File: config.mk
export PLATFORM = sky130hd
export DESIGN_NAME = sdram_arbiter
export DESIGN_NICKNAME = d
export VERILOG_FILES = /design/src/rtl/sdram_arbiter.sv
export SDC_FILE = /design/constraint.sdc
export NUM_CORES = 1
export LEC_CHECK = 0
export BUFFER_PORTS_ARGS = -buffer_cell sky130_fd_sc_hd__buf_2
export CORE_AREA = 3 3 103 105
export DETAILED_ROUTE_END_ITERATION = 16
export DIE_AREA = 0 0 106 108
export PLACE_DENSITY = 0.73
export SLEW_MARGIN = 20
export SYNTH_ARGS = -nofsm -noshare
export SYNTH_HDL_FRONTEND = slang
export SYNTH_SLANG_ARGS = --single-unit
File: constraint.sdc
create_clock -name CLK -period 4.1 [get_ports CLK]
set_clock_uncertainty 0.1 [all_clocks]
set_input_delay 0.41 -clock CLK [delete_from_list [all_inputs] [get_ports CLK]]
set_output_delay 0.41 -clock CLK [all_outputs]
set_load 0.005 [all_outputs]
File: src/rtl/sdram_arbiter.sv
// sdram_arbiter: round-robin arbiter sharing one SDRAM controller access
// port between N_SRC requesters using the REQ/ACK access handshake.
// A granted access is committed and always runs to the controller's ACK.
// Optional feature: define SDRAM_ARB_LOCK_EN to let the granted source keep
// the grant for up to MAX_LOCK back-to-back accesses via SRC_LOCK_IN.

package SDRAM_PKG;

    typedef logic [15:0] data_t;

    typedef struct packed {
        logic [23:0] addr;
        data_t       wdata;
        logic [1:0]  be;
    } dram_access_t;

endpackage

module sdram_arbiter
    import SDRAM_PKG::*;
#(
    parameter int unsigned N_SRC    = 4,
    parameter int unsigned MAX_LOCK = 8
) (
    input  logic               CLK,
    input  logic               RESET_IN,
    input  logic [N_SRC-1:0]   SRC_WRITE_IN,
    input  dram_access_t       SRC_ACS_IN [N_SRC],
    input  logic [N_SRC-1:0]   SRC_REQ_IN,
    input  logic [N_SRC-1:0]   SRC_LOCK_IN,
    output logic [N_SRC-1:0]   SRC_ACK_OUT,
    output data_t              SRC_DATA_OUT,
    output logic               DST_WRITE_OUT,
    output dram_access_t       DST_ACS_OUT,
    output logic               DST_REQ_OUT,
    input  logic               DST_ACK_IN,
    input  data_t              DST_DATA_IN,
    output logic [N_SRC-1:0]   GRANT_OUT
);

    localparam int unsigned PW = (N_SRC > 1) ? $clog2(N_SRC) : 1;

    localparam logic [0:0] IDLE = 1'b0;
    localparam logic [0:0] BUSY = 1'b1;

    logic [0:0]       state_q;
    logic [N_SRC-1:0] grant_q;
    logic [PW-1:0]    gidx_q;
    logic [PW-1:0]    ptr_q;
    logic             dst_req_q;
    logic             dst_write_q;
    dram_access_t     dst_acs_q;

    logic             pick_valid;
    logic [PW-1:0]    pick_idx;
    logic [PW-1:0]    ptr_next;
    logic             lock_keep;

`ifdef SDRAM_ARB_LOCK_EN
    localparam int unsigned LW = $clog2(MAX_LOCK) + 1;

    logic [LW-1:0] lock_cnt_q;

    assign lock_keep = SRC_LOCK_IN[gidx_q] && SRC_REQ_IN[gidx_q] &&
                       (lock_cnt_q < LW'(MAX_LOCK - 1));
`else
    logic unused_lock;

    assign lock_keep   = 1'b0;
    assign unused_lock = ^{SRC_LOCK_IN, 32'(MAX_LOCK)};
`endif

    // Round-robin pick: first requesting source at or above the pointer, wrapping.
    always_comb begin
        logic [PW:0] j;
        j          = '0;
        pick_valid = 1'b0;
        pick_idx   = '0;
        for (int unsigned i = 0; i < N_SRC; i++) begin
            j = {1'b0, ptr_q} + (PW+1)'(i);
            if (j >= (PW+1)'(N_SRC)) begin
                j = j - (PW+1)'(N_SRC);
            end
            if (!pick_valid && SRC_REQ_IN[j[PW-1:0]]) begin
                pick_valid = 1'b1;
                pick_idx   = j[PW-1:0];
            end
        end
    end

    assign ptr_next = (gidx_q == PW'(N_SRC - 1)) ? '0 : gidx_q + 1'b1;

    // Grant FSM: latch the winner's access in IDLE, hold it until the controller ACKs.
    always_ff @(posedge CLK) begin
        if (RESET_IN) begin
            state_q     <= IDLE;
            grant_q     <= '0;
            gidx_q      <= '0;
            ptr_q       <= '0;
            dst_req_q   <= 1'b0;
            dst_write_q <= 1'b0;
            dst_acs_q   <= '0;
`ifdef SDRAM_ARB_LOCK_EN
            lock_cnt_q  <= '0;
`endif
        end else begin
            case (state_q)
                IDLE: begin
                    if (pick_valid) begin
                        state_q     <= BUSY;
                        gidx_q      <= pick_idx;
                        grant_q     <= N_SRC'(1) << pick_idx;
                        dst_req_q   <= 1'b1;
                        dst_write_q <= SRC_WRITE_IN[pick_idx];
                        dst_acs_q   <= SRC_ACS_IN[pick_idx];
                    end
                end
                BUSY: begin
                    if (DST_ACK_IN) begin
                        if (lock_keep) begin
                            // Locked continuation: next access follows with no idle cycle.
                            dst_write_q <= SRC_WRITE_IN[gidx_q];
                            dst_acs_q   <= SRC_ACS_IN[gidx_q];
`ifdef SDRAM_ARB_LOCK_EN
                            lock_cnt_q  <= lock_cnt_q + 1'b1;
`endif
                        end else begin
                            state_q   <= IDLE;
                            grant_q   <= '0;
                            dst_req_q <= 1'b0;
                            ptr_q     <= ptr_next;
`ifdef SDRAM_ARB_LOCK_EN
                            lock_cnt_q <= '0;
`endif
                        end
                    end
                end
            endcase
        end
    end

    assign SRC_ACK_OUT   = (state_q == BUSY && DST_ACK_IN) ? grant_q : '0;
    assign SRC_DATA_OUT  = DST_DATA_IN;
    assign DST_REQ_OUT   = dst_req_q;
    assign DST_WRITE_OUT = dst_write_q;
    assign DST_ACS_OUT   = dst_acs_q;
    assign GRANT_OUT     = grant_q;

endmodule

# Word level (Yosys, flattened, before mapping)
# Index checks and enable logic that the tools add are counted.
[word_totals]
in_bits = 199
out_inout_bits = 68
elab_cells = 84
register_bits = 53
[op_classes]
n_lt_le_gt_ge = 10
n_mux = 40
bitwise_logic = 2
n_eq_ne = 3
n_reduce_logical = 11
shift = 1
n_addsub = 8
[op_table]
columns = ["cell", "n"]
rows = [
  ["2-to-1 mux 42 bit", 4],
  ["binary-select mux 42 bit (select 2 bit)", 1],
  ["2-to-1 mux 2 bit", 9],
  ["less-than comparator 2 x 3 -> 1 bit (second input constant)", 5],
  ["2-to-1 mux 1 bit", 15],
  [">= comparator 3 bit (second input constant)", 4],
  ["2-to-1 mux 4 bit", 3],
  ["binary-select mux 1 bit (select 2 bit)", 5],
  ["one-hot mux 4 bit (2 select lines)", 1],
  ["AND reduction 2 bit", 4],
  ["subtractor 2 x 1 -> 2 bit (second input constant)", 4],
  ["adder 2 x 2 -> 3 bit (second input constant)", 2],
  ["logical AND 1 bit", 4],
  ["inequality test 2 bit (second input constant)", 2],
  ["one-hot mux 1 bit (2 select lines)", 2],
  ["<< shifter 1 x 2 -> 4 bit (first input constant)", 1],
  ["adder 2 x 1 -> 3 bit (second input constant)", 1],
  [">= comparator 2 x 3 -> 1 bit (second input constant)", 1],
  ["logical NOT 1 bit", 3],
  ["NOT 2 -> 3 bit", 1],
  ["adder 2 x 1 -> 2 bit (second input constant)", 1],
  ["== test 2 bit (second input constant)", 1],
  ["NOT 1 bit", 1],
]

# Depth between registers and ports, before layout
# Gate-level depths: netlist of run 1.
[depth]
word_depth = 20
depth_mapped = 8
mapped_depth_nobuf = 5

# Least setup slack after synthesis of run 1
# Ideal clock, no wire load.
[synth_path]
path_kind = "input-to-reg"
startpoint = "in SRC_REQ_IN[0]"
endpoint = "reg dst_acs_q, in the netlist DST_ACS_OUT[0]"
required_ns = 3.882
stages = 7
arrival_time_ns = 1.638
slack_ns = 2.244
path_cell_list = "buf_4 -> and4b_1 -> a211o_4 -> buf_6 -> a221o_1 -> nand2_1 -> o21ai_1"
[synth_via]
elab_chain_cells = 18
word_cells_on_any_way = 30
classes_between = "1 x eq/ne; 21 x mux; 1 x bitwise; 7 x reduce/logical"
[synth_lines]
columns = ["element", "line", "text"]
rows = [
  ["start, declared", "29", "input logic [N_SRC-1:0] SRC_REQ_IN,"],
  ["binary-select mux 1 bit (select 2 bit)", "84", "if (!pick_valid && SRC_REQ_IN[j[PW-1:0]]) begin"],
  ["2-to-1 mux 1 bit (not written as such)", "84", ""],
  ["2-to-1 mux 1 bit", "84", ""],
  ["logical NOT 1 bit", "84", ""],
  ["logical AND 1 bit", "84", ""],
  ["2-to-1 mux 1 bit", "84", ""],
  ["logical NOT 1 bit", "84", ""],
  ["logical AND 1 bit", "84", ""],
  ["2-to-1 mux 1 bit", "84", ""],
  ["logical NOT 1 bit", "84", ""],
  ["logical AND 1 bit", "84", ""],
  ["2-to-1 mux 2 bit", "84", ""],
  ["NOT 2 -> 3 bit (not written as such)", "115", "dst_acs_q <= SRC_ACS_IN[pick_idx];"],
  ["binary-select mux 42 bit (select 2 bit)", "115", ""],
  ["2-to-1 mux 42 bit (not written as such) (2 in a row)", "115", ""],
  ["2-to-1 mux 42 bit", "109", "if (pick_valid) begin"],
  ["2-to-1 mux 42 bit", "107", "case (state_q)"],
  ["end signal, assigned", "115", ""],
  ["end signal, assigned", "123", "dst_acs_q <= SRC_ACS_IN[gidx_q];"],
  ["end, declared", "52", "dram_access_t dst_acs_q;"],
]
# Several ways; a longest one is shown, not always the timed one. The select of a mux whose other input is x is not followed.
# A chain may end at the register's enable or synchronous reset.

# Worst setup path in the final report of run 1
[layout_path]
startpoint = "reg ptr_q[1]"
endpoint = "reg dst_acs_q, in the netlist DST_ACS_OUT[30]"
[layout_via]
elab_chain_cells = 20
word_cells_on_any_way = 45
classes_between = "7 x add/sub; 4 x order compare; 1 x eq/ne; 25 x mux; 1 x bitwise; 7 x reduce/logical"
[layout_lines]
columns = ["element", "line", "text"]
rows = [
  ["start, declared", "49", "logic [PW-1:0] ptr_q;"],
  ["start signal, assigned", "131", "ptr_q <= ptr_next;"],
  ["parallel branches: the longest is 20 deep, another holds adder 2 x 1 -> 3 bit", "n/a", ""],
]
# Several ways; the timed one is not identified. The select of a mux whose other input is x is not followed.

==> results of run 1 <==
-- synthesized netlist by cell type --
| cell | number |
|---|---|
| mux2i_1 | 43 |
| buf_6 | 9 |
| nand2b_1 | 1 |
| buf_4 | 20 |
| nor4_2 | 1 |
| a211oi_1 | 2 |
| dfxtp_1 | 53 |
| and4b_1 | 1 |
| a211o_4 | 1 |
| buf_1 | 3 |
| and3_1 | 5 |
| o2bb2ai_1 | 11 |
| inv_1 | 45 |
| o211ai_1 | 1 |
| a21o_1 | 1 |
| o22ai_1 | 1 |
| nand3_1 | 4 |
| nor2b_1 | 3 |
| a21oi_1 | 56 |
| nor2_1 | 10 |
| o21ai_1 | 32 |
| o21ai_2 | 1 |
| buf_2 | 12 |
| o211a_1 | 1 |
| nor3_1 | 2 |
| nand2_1 | 87 |
| or2_1 | 1 |
| a221o_1 | 43 |
| o21ai_0 | 3 |
| o31ai_1 | 1 |
| clkbuf_1 | 12 |
| o22a_1 | 1 |
| ha_1 | 1 |
-- layer usage --
metal / share of wire, % / global-route usage (%) / up-vias
met5: 0 / 0 / -
met3: 9.3 / 5.37 / 14
li1: - / - / 1996
met1: 38 / 20.5 / 1800
met4: 1.9 / 6.57 / 0
met2: 51 / 35.9 / 194
-- stage by stage --
| step | util [%] | worst slack, ns | cells |
|---|---|---|---|
| 2_1_floorplan | - | 2.24 | 468 |
| 3_3_place_gp | 47.1 | 1.73 | 779 |
| 3_5_place_dp | 47.1 | 1.65 | 779 |
| 4_1_cts | 48.0 | 1.91 | 786 |
| 5_1_grt | 48.0 | 1.78 | 786 |
| 6_report | 48.0 | 1.93 | 786 |
-- report_power, final --
part	switching [mW]	internal, mW
logic	0.251	0.231
clock network	0.165	0.135
registers	0.0335	0.575
-- final cells by class --
| type | count | share of cell area [%] |
|---|---|---|
| multi-input combinational | 314 | 43.0 |
| timing repair buffer | 234 | 25.3 |
| sequential | 53 | 22.7 |
| inverter | 45 | 3.62 |
| tap | 133 | 3.56 |
| clock buffer | 7 | 1.85 |
-- critical path: stages, from the launching register on --
cell and delay [ns]:
dfxtp_1 0.59, nand2b_1 0.19, a21oi_1 0.07, nor2_1 0.70, a221o_1 0.32, o2bb2ai_1 0.13
-- logic make-up after synthesis --
logic type / after synthesis / synth area share [%]
AOI/OAI and AO/OA: 155 / 29.8
and+or+nand+nor: 115 / 13.3
DFF: 53 / 29.5
adders and majority gates: 1 / 0.348
muxes: 43 / 12.0
buffers and inverters: 101 / 14.9
-- worst paths after layout --
kind	startpoint	to	slack [ns]	cells after the start
min reg2reg	DST_REQ_OUT	DST_REQ_OUT	0.36	2
min	SRC_ACS_IN[50]	DST_ACS_OUT[8]	0.27	3
max	ptr_q[1]	DST_ACS_OUT[30]	1.93	5
max reg2reg	ptr_q[1]	DST_ACS_OUT[30]	1.93	5
-- state kept, by name, summed over array words and instances, names as in the netlist --
signal	flops
DST_WRITE_OUT	1
state_q	1
ptr_q	2
DST_REQ_OUT	1
DST_ACS_OUT	42
gidx_q	2
GRANT_OUT	4
==> flow_metrics.tcl, run 1 <==
set metrics [dict create \
    run_status "finished clean" \
    post_cts_buffers 0 \
    drive_gt1_share_pct 37.7 \
    design_area_mm2 0.00467 \
    cts_resized 0 \
    worstSetupPathType "reg2reg" \
    dieArea_mm2 0.0114 \
    grt_max_degree 94 \
    cts_buffers 5 \
    synthTopCellsByArea "dfxtp_1, a221o_1, mux2i_1, nand2_1, a21oi_1" \
    die_w_um 106 \
    insertedDiodeCount 0 \
    tightestPinTransition_ns 1.03 \
    maxCapViolCount 0 \
    clkTransAtPathRegs_ns 0.09 \
    cp_data_required_time_ns 4.23 \
    synth.avg_cell_area_um2 7.67 \
    slew_violations 0 \
    slew_headroom_pct 31.1 \
    clock_latency_ns 0.30 \
    grt_pass1_vias 3743 \
    cts_buffer_depth 2 \
    endpoint_kind "flop" \
    fillCellCount 1009 \
    ys_ff_latch 53 \
    gp_congestion 0.762 \
    portBuffers 230 \
    p_per_area_mw_per_mm2 298 \
    clock.fmax_mhz 462 \
    vias_per_cell 5.09 \
    synth_cells 468 \
    cts-root-buf "clkbuf_8" \
    layout_common_cells "buf_2, nand2_1, a21oi_1" \
    fin_tns_setup_ns 0 \
    ant_nets 0 \
    antenna_found_initial 0 \
    worstHoldPathType "in2reg" \
    syn_nets 668 \
    cts_tree "yes" \
    via_count 4004 \
    power.leakage_nw 2.32 \
    drc_errors 0 \
    core_area_mm2 0.00973 \
    seq_area_frac_synth_pct 29.5 \
    synth.top_cell.area_share_pct 29.5 \
    syn-cell-area_mm2 0.00359 \
    h-tree-depth 2 \
    finalHoldViolCount 0 \
    ios 267 \
    drtIter0Drc 243 \
    min_period_over_period_pct 52.8 \
    drt_pass1_iterations 4 \
    layout_commonest_cell "buf_2" \
    yosys_warnings 0 \
    grt_pass1_wl_um 17700 \
    cp_max_fo 15 \
    totalWireLength_um 11600 \
    cts_hold_buf 0 \
    area_growth_pct 30.1 \
    multiInputGateArea_mm2 0.00201 \
    grt.overflow.total 0 \
    clock_sinks 53 \
    critPathLaunchType "flop" \
    grt_setup_unrepaired "false" \
    placed_area_mm2 0.00459 \
    setup_viol 0 \
    fp-row-count 36 \
    nets 853 \
    whs_ns 0.273 \
    yosys.cell_types.count 33 \
    yosys.area.top_type "dfxtp_1" \
    initial_core_util_pct 36.9 \
    ir_drop_v 0.000119 \
    grtUsageTotal_pct 19.1 \
    wire_per_inst_um 14.8 \
    min_period_ns 2.17 \
    power_mw 1.39 \
    regArea_mm2 0.00106 \
    die_y_um 108 \
    hpwl_um 8790 \
    arrival_ns 2.30 \
]
Power figures use the tool's default switching activity.
==> run 2, diff against run 1 <==
--- a/config.mk
+++ b/config.mk
@@ -9,7 +9,7 @@
 export CORE_AREA = 3 3 103 105
 export DETAILED_ROUTE_END_ITERATION = 16
 export DIE_AREA = 0 0 106 108
-export PLACE_DENSITY = 0.73
+export PLACE_DENSITY = 0.76
 export SLEW_MARGIN = 20
 export SYNTH_ARGS = -nofsm -noshare
 export SYNTH_HDL_FRONTEND = slang
==> constraint.sdc (replaced) <==
create_clock -name CLK -period 1.8 [get_ports CLK]
set_clock_uncertainty 0.1 [all_clocks]
set_input_delay 0.18 -clock CLK [delete_from_list [all_inputs] [get_ports CLK]]
set_output_delay 0.18 -clock CLK [all_outputs]
set_load 0.005 [all_outputs]
==> flow_metrics.tcl, run 2 (same netlist as run 1, synthesis figures left out) <==
set metrics [dict create \
    arrival_ns 1.89 \
    crit_slowest_cell "dfxtp_4" \
    cts-root-buf "clkbuf_8" \
    via_count 4291 \
    path_cells "and4b_2 -> a211o_4 -> a221o_1 -> nand2_1 -> o21ai_1" \
    area_growth_pct 44.6 \
    layout_common_cells "buf_2, nand2_1, a21oi_1" \
    cts_tree "yes" \
    clock.fmax_mhz 559 \
    finalHoldViolCount 0 \
    core_area_mm2 0.00973 \
    grt.overflow.total 0 \
    vias_per_cell 5.27 \
    die_w_um 106 \
    crit_path_end "DST_ACS_OUT[12]" \
    drc_errors 0 \
    post-place-ws_ns -0.244 \
    cp_data_required_time_ns 1.90 \
    min_period_over_period_pct 99.4 \
    r2r_cells 5 \
    hpwl_um 9310 \
    cp_max_fo 8 \
    portBuffers 230 \
    ant_nets 0 \
    initial_core_util_pct 36.9 \
    worstHoldPathType "in2reg" \
    ios 267 \
    insertedDiodeCount 0 \
    cts_buffer_depth 2 \
    drive_gt1_share_pct 42.4 \
    drtIter0Drc 259 \
    grt_setup_unrepaired "true" \
    cts_hold_buf 0 \
    setup_viol 0 \
    gp_congestion 0.818 \
    nets 881 \
    critical_path_depth 5 \
    worstSetupPathType "reg2reg" \
    run_status "finished clean" \
    critPathLaunchType "flop" \
    clock_latency_ns 0.31 \
    crit_family "compound AO/OA/AOI/OAI gates" \
    whs_ns 0.0386 \
    grt_pass1_vias 3965 \
    endpoint_kind "flop" \
    reg2reg_from "ptr_q[0]" \
    largest_reg_flops 42 \
    fp-row-count 36 \
    slew_violations 0 \
    whs_path_depth 3 \
    wire_per_inst_um 17.0 \
    min_period_ns 1.79 \
    tightestPinTransition_ns 0.712 \
    drt_pass1_iterations 5 \
    p_per_area_mw_per_mm2 689 \
    cts_buffers 5 \
    dieArea_mm2 0.0114 \
    maxCapViolCount 0 \
    die_y_um 108 \
    totalWireLength_um 13900 \
    slew_headroom_pct 52.3 \
    setup_ws_ns 0.0101 \
    grt_pass1_wl_um 19200 \
    worstSetupStartpoint "ptr_q[0]" \
    r2r_end "DST_ACS_OUT[12]" \
    clkTransAtPathRegs_ns 0.11 \
    h-tree-depth 2 \
    ir_drop_v 0.000463 \
    grtUsageTotal_pct 20.6 \
    slowest_delay_ns 0.40 \
    crit_buf_inv 0 \
    fillCellCount 910 \
    antenna_found_initial 0 \
    layout_commonest_cell "buf_2" \
    clock_sinks 53 \
    power.leakage_nw 2.55 \
    rrSetupSlack_ns 0.01 \
    grt_max_degree 54 \
]
==> run 2: how the worst min path moves through the flow <==
stage / from / endpoint
6_report: SRC_ACS_IN[57] / DST_ACS_OUT[15]
5_1_grt: DST_ACK_IN / state_q
4_1_cts: DST_ACK_IN / state_q
3_5_place_dp: DST_DATA_IN[1] / SRC_DATA_OUT[1]
3_3_place_gp: DST_DATA_IN[1] / SRC_DATA_OUT[1]
2_1_floorplan: DST_ACK_IN / state_q
==> run 2: what timing repair did <==
item,in CTS,in global routing
setup buffers,2,4
gates cloned,1,8
gates resized for setup,7,29
pin swaps,2,13
endpoints found under the setup margin,44,43
==> run 2: layout make-up <==
type | instances | area [um^2] | share of cell area, %
Multi-Input combinational cell | 318 | 2140 | 41.2
Clock inverter | 2 | 37.5 | 0.723
Tap cell | 133 | 166 | 3.20
Inverter | 45 | 169 | 3.25
Timing Repair Buffer | 258 | 1530 | 29.5
Clock buffer | 6 | 82.6 | 1.59
Sequential cell | 53 | 1070 | 20.6
==> run 2: where the power goes <==
part	internal [mW]	switching, mW	leakage (nW)
Sequential	1.31	0.0740	0.442
Clock	0.453	0.427	0.0574
Combinational	0.658	0.657	2.05
Total	2.42	1.16	2.55
==> run 2: layer usage <==
metal / global-route usage [%] / up-vias / part of all wire [%] / wire length [um]
li1: - / 2066 / - / -
met1: 23.9 / 1947 / 39 / 5390
met2: 37.1 / 256 / 49 / 6840
met3: 5.67 / 22 / 9.2 / 1280
met4: 6.29 / 0 / 2.8 / 382
met5: 0 / - / 0 / 0
==> run 2: worst min-delay path: stages <==
cell     delay [ns]
buf_2          0.07
mux2i_1        0.05
o21ai_1        0.11
==> run 2: per-stage QoR <==
stage / utilization, % / power [mW] / setup TNS [ns] / instance area [um^2] / instances
after global placement: 48.8 / 2.54 / -2.02 / 4750 / 793
final: 53.4 / 3.58 / 0 / 5190 / 815
after floorplan: - / 2.11 / 0 / 3590 / 468
after global routing: 53.4 / 3.80 / -1.08 / 5190 / 815
after CTS: 50.7 / 3.50 / 0 / 4940 / 804
after detailed placement: 48.8 / 2.57 / -5.26 / 4750 / 793
==> run 3, diff against run 2 <==
==> constraint.sdc (replaced) <==
create_clock -name CLK -period 1.8 [get_ports CLK]
set_clock_uncertainty 0.1 [all_clocks]
set_input_delay 0.09 -clock CLK [delete_from_list [all_inputs] [get_ports CLK]]
set_output_delay 0.09 -clock CLK [all_outputs]
set_load 0.005 [all_outputs]
==> flow_metrics.tcl, run 3 (same netlist as run 1, synthesis figures left out) <==
set metrics [dict create \
    hpwl_um 9220 \
    die_y_um 108 \
    drt_pass1_iterations 5 \
    cts_buffers 5 \
    via_count 4859 \
    path_cells "buf_6 -> and4b_4 -> a211o_4 -> a221o_1 -> nand2_1 -> o21ai_1" \
    setup_ws_ns -0.00555 \
    cts_tree "yes" \
    min_period_ns 1.81 \
    ios 267 \
    worstSetupPathType "reg2reg" \
    die_w_um 106 \
    gp_congestion 0.791 \
    grt_pass1_vias 4665 \
    regArea_mm2 0.00107 \
    clkTransAtPathRegs_ns 0.10 \
    fillCellCount 788 \
    cts_buffer_depth 2 \
    antenna_found_initial 0 \
    placed_area_mm2 0.00475 \
    cp_max_fo 8 \
    layoutNonFillerInstCount 900 \
    core_area_mm2 0.00973 \
    cts-root-buf "clkbuf_8" \
    layout_commonest_cell "buf_2" \
    finalHoldViolCount 0 \
    h-tree-depth 2 \
    initial_core_util_pct 36.9 \
    crit_buf_inv 1 \
    violations "negative setup slack" \
    post-place-ws_ns -0.257 \
    layout_common_cells "buf_2, dlygate4sd3_1, nand2_1" \
    nets 966 \
    power_mw 3.77 \
    whs_ns 0.0123 \
    setup_viol 1 \
    clock_latency_ns 0.31 \
    insertedDiodeCount 0 \
    grt_max_degree 54 \
    ant_nets 0 \
    cp_data_required_time_ns 1.90 \
    design_area_mm2 0.00607 \
    arrival_ns 1.90 \
    grtUsageTotal_pct 25.0 \
    drtIter0Drc 354 \
    totalWireLength_um 16600 \
    largest_reg_flops 42 \
    endpoint_kind "flop" \
    min_period_over_period_pct 100 \
    critPathLaunchType "flop" \
    fp-row-count 36 \
    crit_family "compound AO/OA/AOI/OAI gates" \
    clock.fmax_mhz 554 \
    grt_setup_unrepaired "true" \
    grt.overflow.total 0 \
    ir_drop_v 0.000355 \
    p_per_area_mw_per_mm2 620 \
    grt_pass1_wl_um 23000 \
    vias_per_cell 5.40 \
    run_status "finished with violations" \
    fin_util_pct 62.4 \
    drc_errors 0 \
    maxCapViolCount 0 \
    worstHoldPathType "in2reg" \
    clock_sinks 53 \
    multiInputGateArea_mm2 0.00213 \
    drive_gt1_share_pct 37.4 \
    dieArea_mm2 0.0114 \
    power.leakage_nw 2.90 \
    wire_per_inst_um 18.4 \
    crit_slowest_cell "dfxtp_4" \
    slew_violations 0 \
    slew_headroom_pct 25.5 \
    area_growth_pct 69.1 \
    slowest_delay_ns 0.38 \
    tightestPinTransition_ns 1.11 \
    fin_tns_setup_ns -0.00555 \
    portBuffers 230 \
    dp_cells 791 \
]
run 3: cell types whose count changed in the layout (fill, tap and decap cells not counted), moves of 2 or more:
cell / previous run / this run
clkbuf_16: 4 / 2
mux2i_2: 3 / 6
buf_16: 0 / 2
buf_12: 7 / 9
mux2i_1: 39 / 37
a21oi_1: 54 / 56
dlygate4sd3_1: 0 / 87
buf_4: 14 / 9
a21oi_2: 2 / 0
run 3: worst paths after layout:
check                                  endpoint  cells past startpoint           start  slack, ns
worst max-delay path            DST_ACS_OUT[21]                      6        ptr_q[1]     -0.006
worst min-delay path             DST_ACS_OUT[2]                      3  SRC_ACS_IN[44]       0.01
worst max register to register  DST_ACS_OUT[21]                      6        ptr_q[1]     -0.006
worst min register to register      DST_REQ_OUT                      2     DST_REQ_OUT       0.36
run 3: timing repair:
| item | CTS | global route |
|---|---|---|
| gates cloned | 1 | 8 |
| hold buffers | 87 | 0 |
| gates resized for setup | 5 | 32 |
| hold endpoints to repair | 45 | 0 |
| pin swaps | 2 | 10 |
| setup endpoints to repair | 44 | 43 |
| setup buffers | 1 | 4 |
run 3: cell type report:
class	count	share of cell area [%]
clock buffers	7	1.42
multi-input cells	318	35.2
repair buffers	343	39.9
clock inverters	1	0.495
well taps	133	2.74
flip-flops and latches	53	17.6
inverters	45	2.78
run 3: per-layer routing:
| layer | wire length (um) | vias to the layer above | GRT usage [%] |
|---|---|---|---|
| met5 | 0 | - | 0 |
| met4 | 704 | 0 | 13.3 |
| met3 | 1650 | 57 | 7.40 |
| met2 | 8390 | 357 | 44.1 |
| met1 | 5820 | 2203 | 27.1 |
| li1 | - | 2242 | - |
run 3: power by group:
group | leakage (nW) | internal [mW] | switching (mW)
Clock | 0.0585 | 0.454 | 0.403
Combinational | 2.40 | 0.800 | 0.723
Sequential | 0.442 | 1.31 | 0.0743
Total | 2.90 | 2.57 | 1.20
run 3: worst min-delay path: stages:
cell     delay, ns
buf_2         0.11
mux2i_1       0.07
o21ai_1       0.12
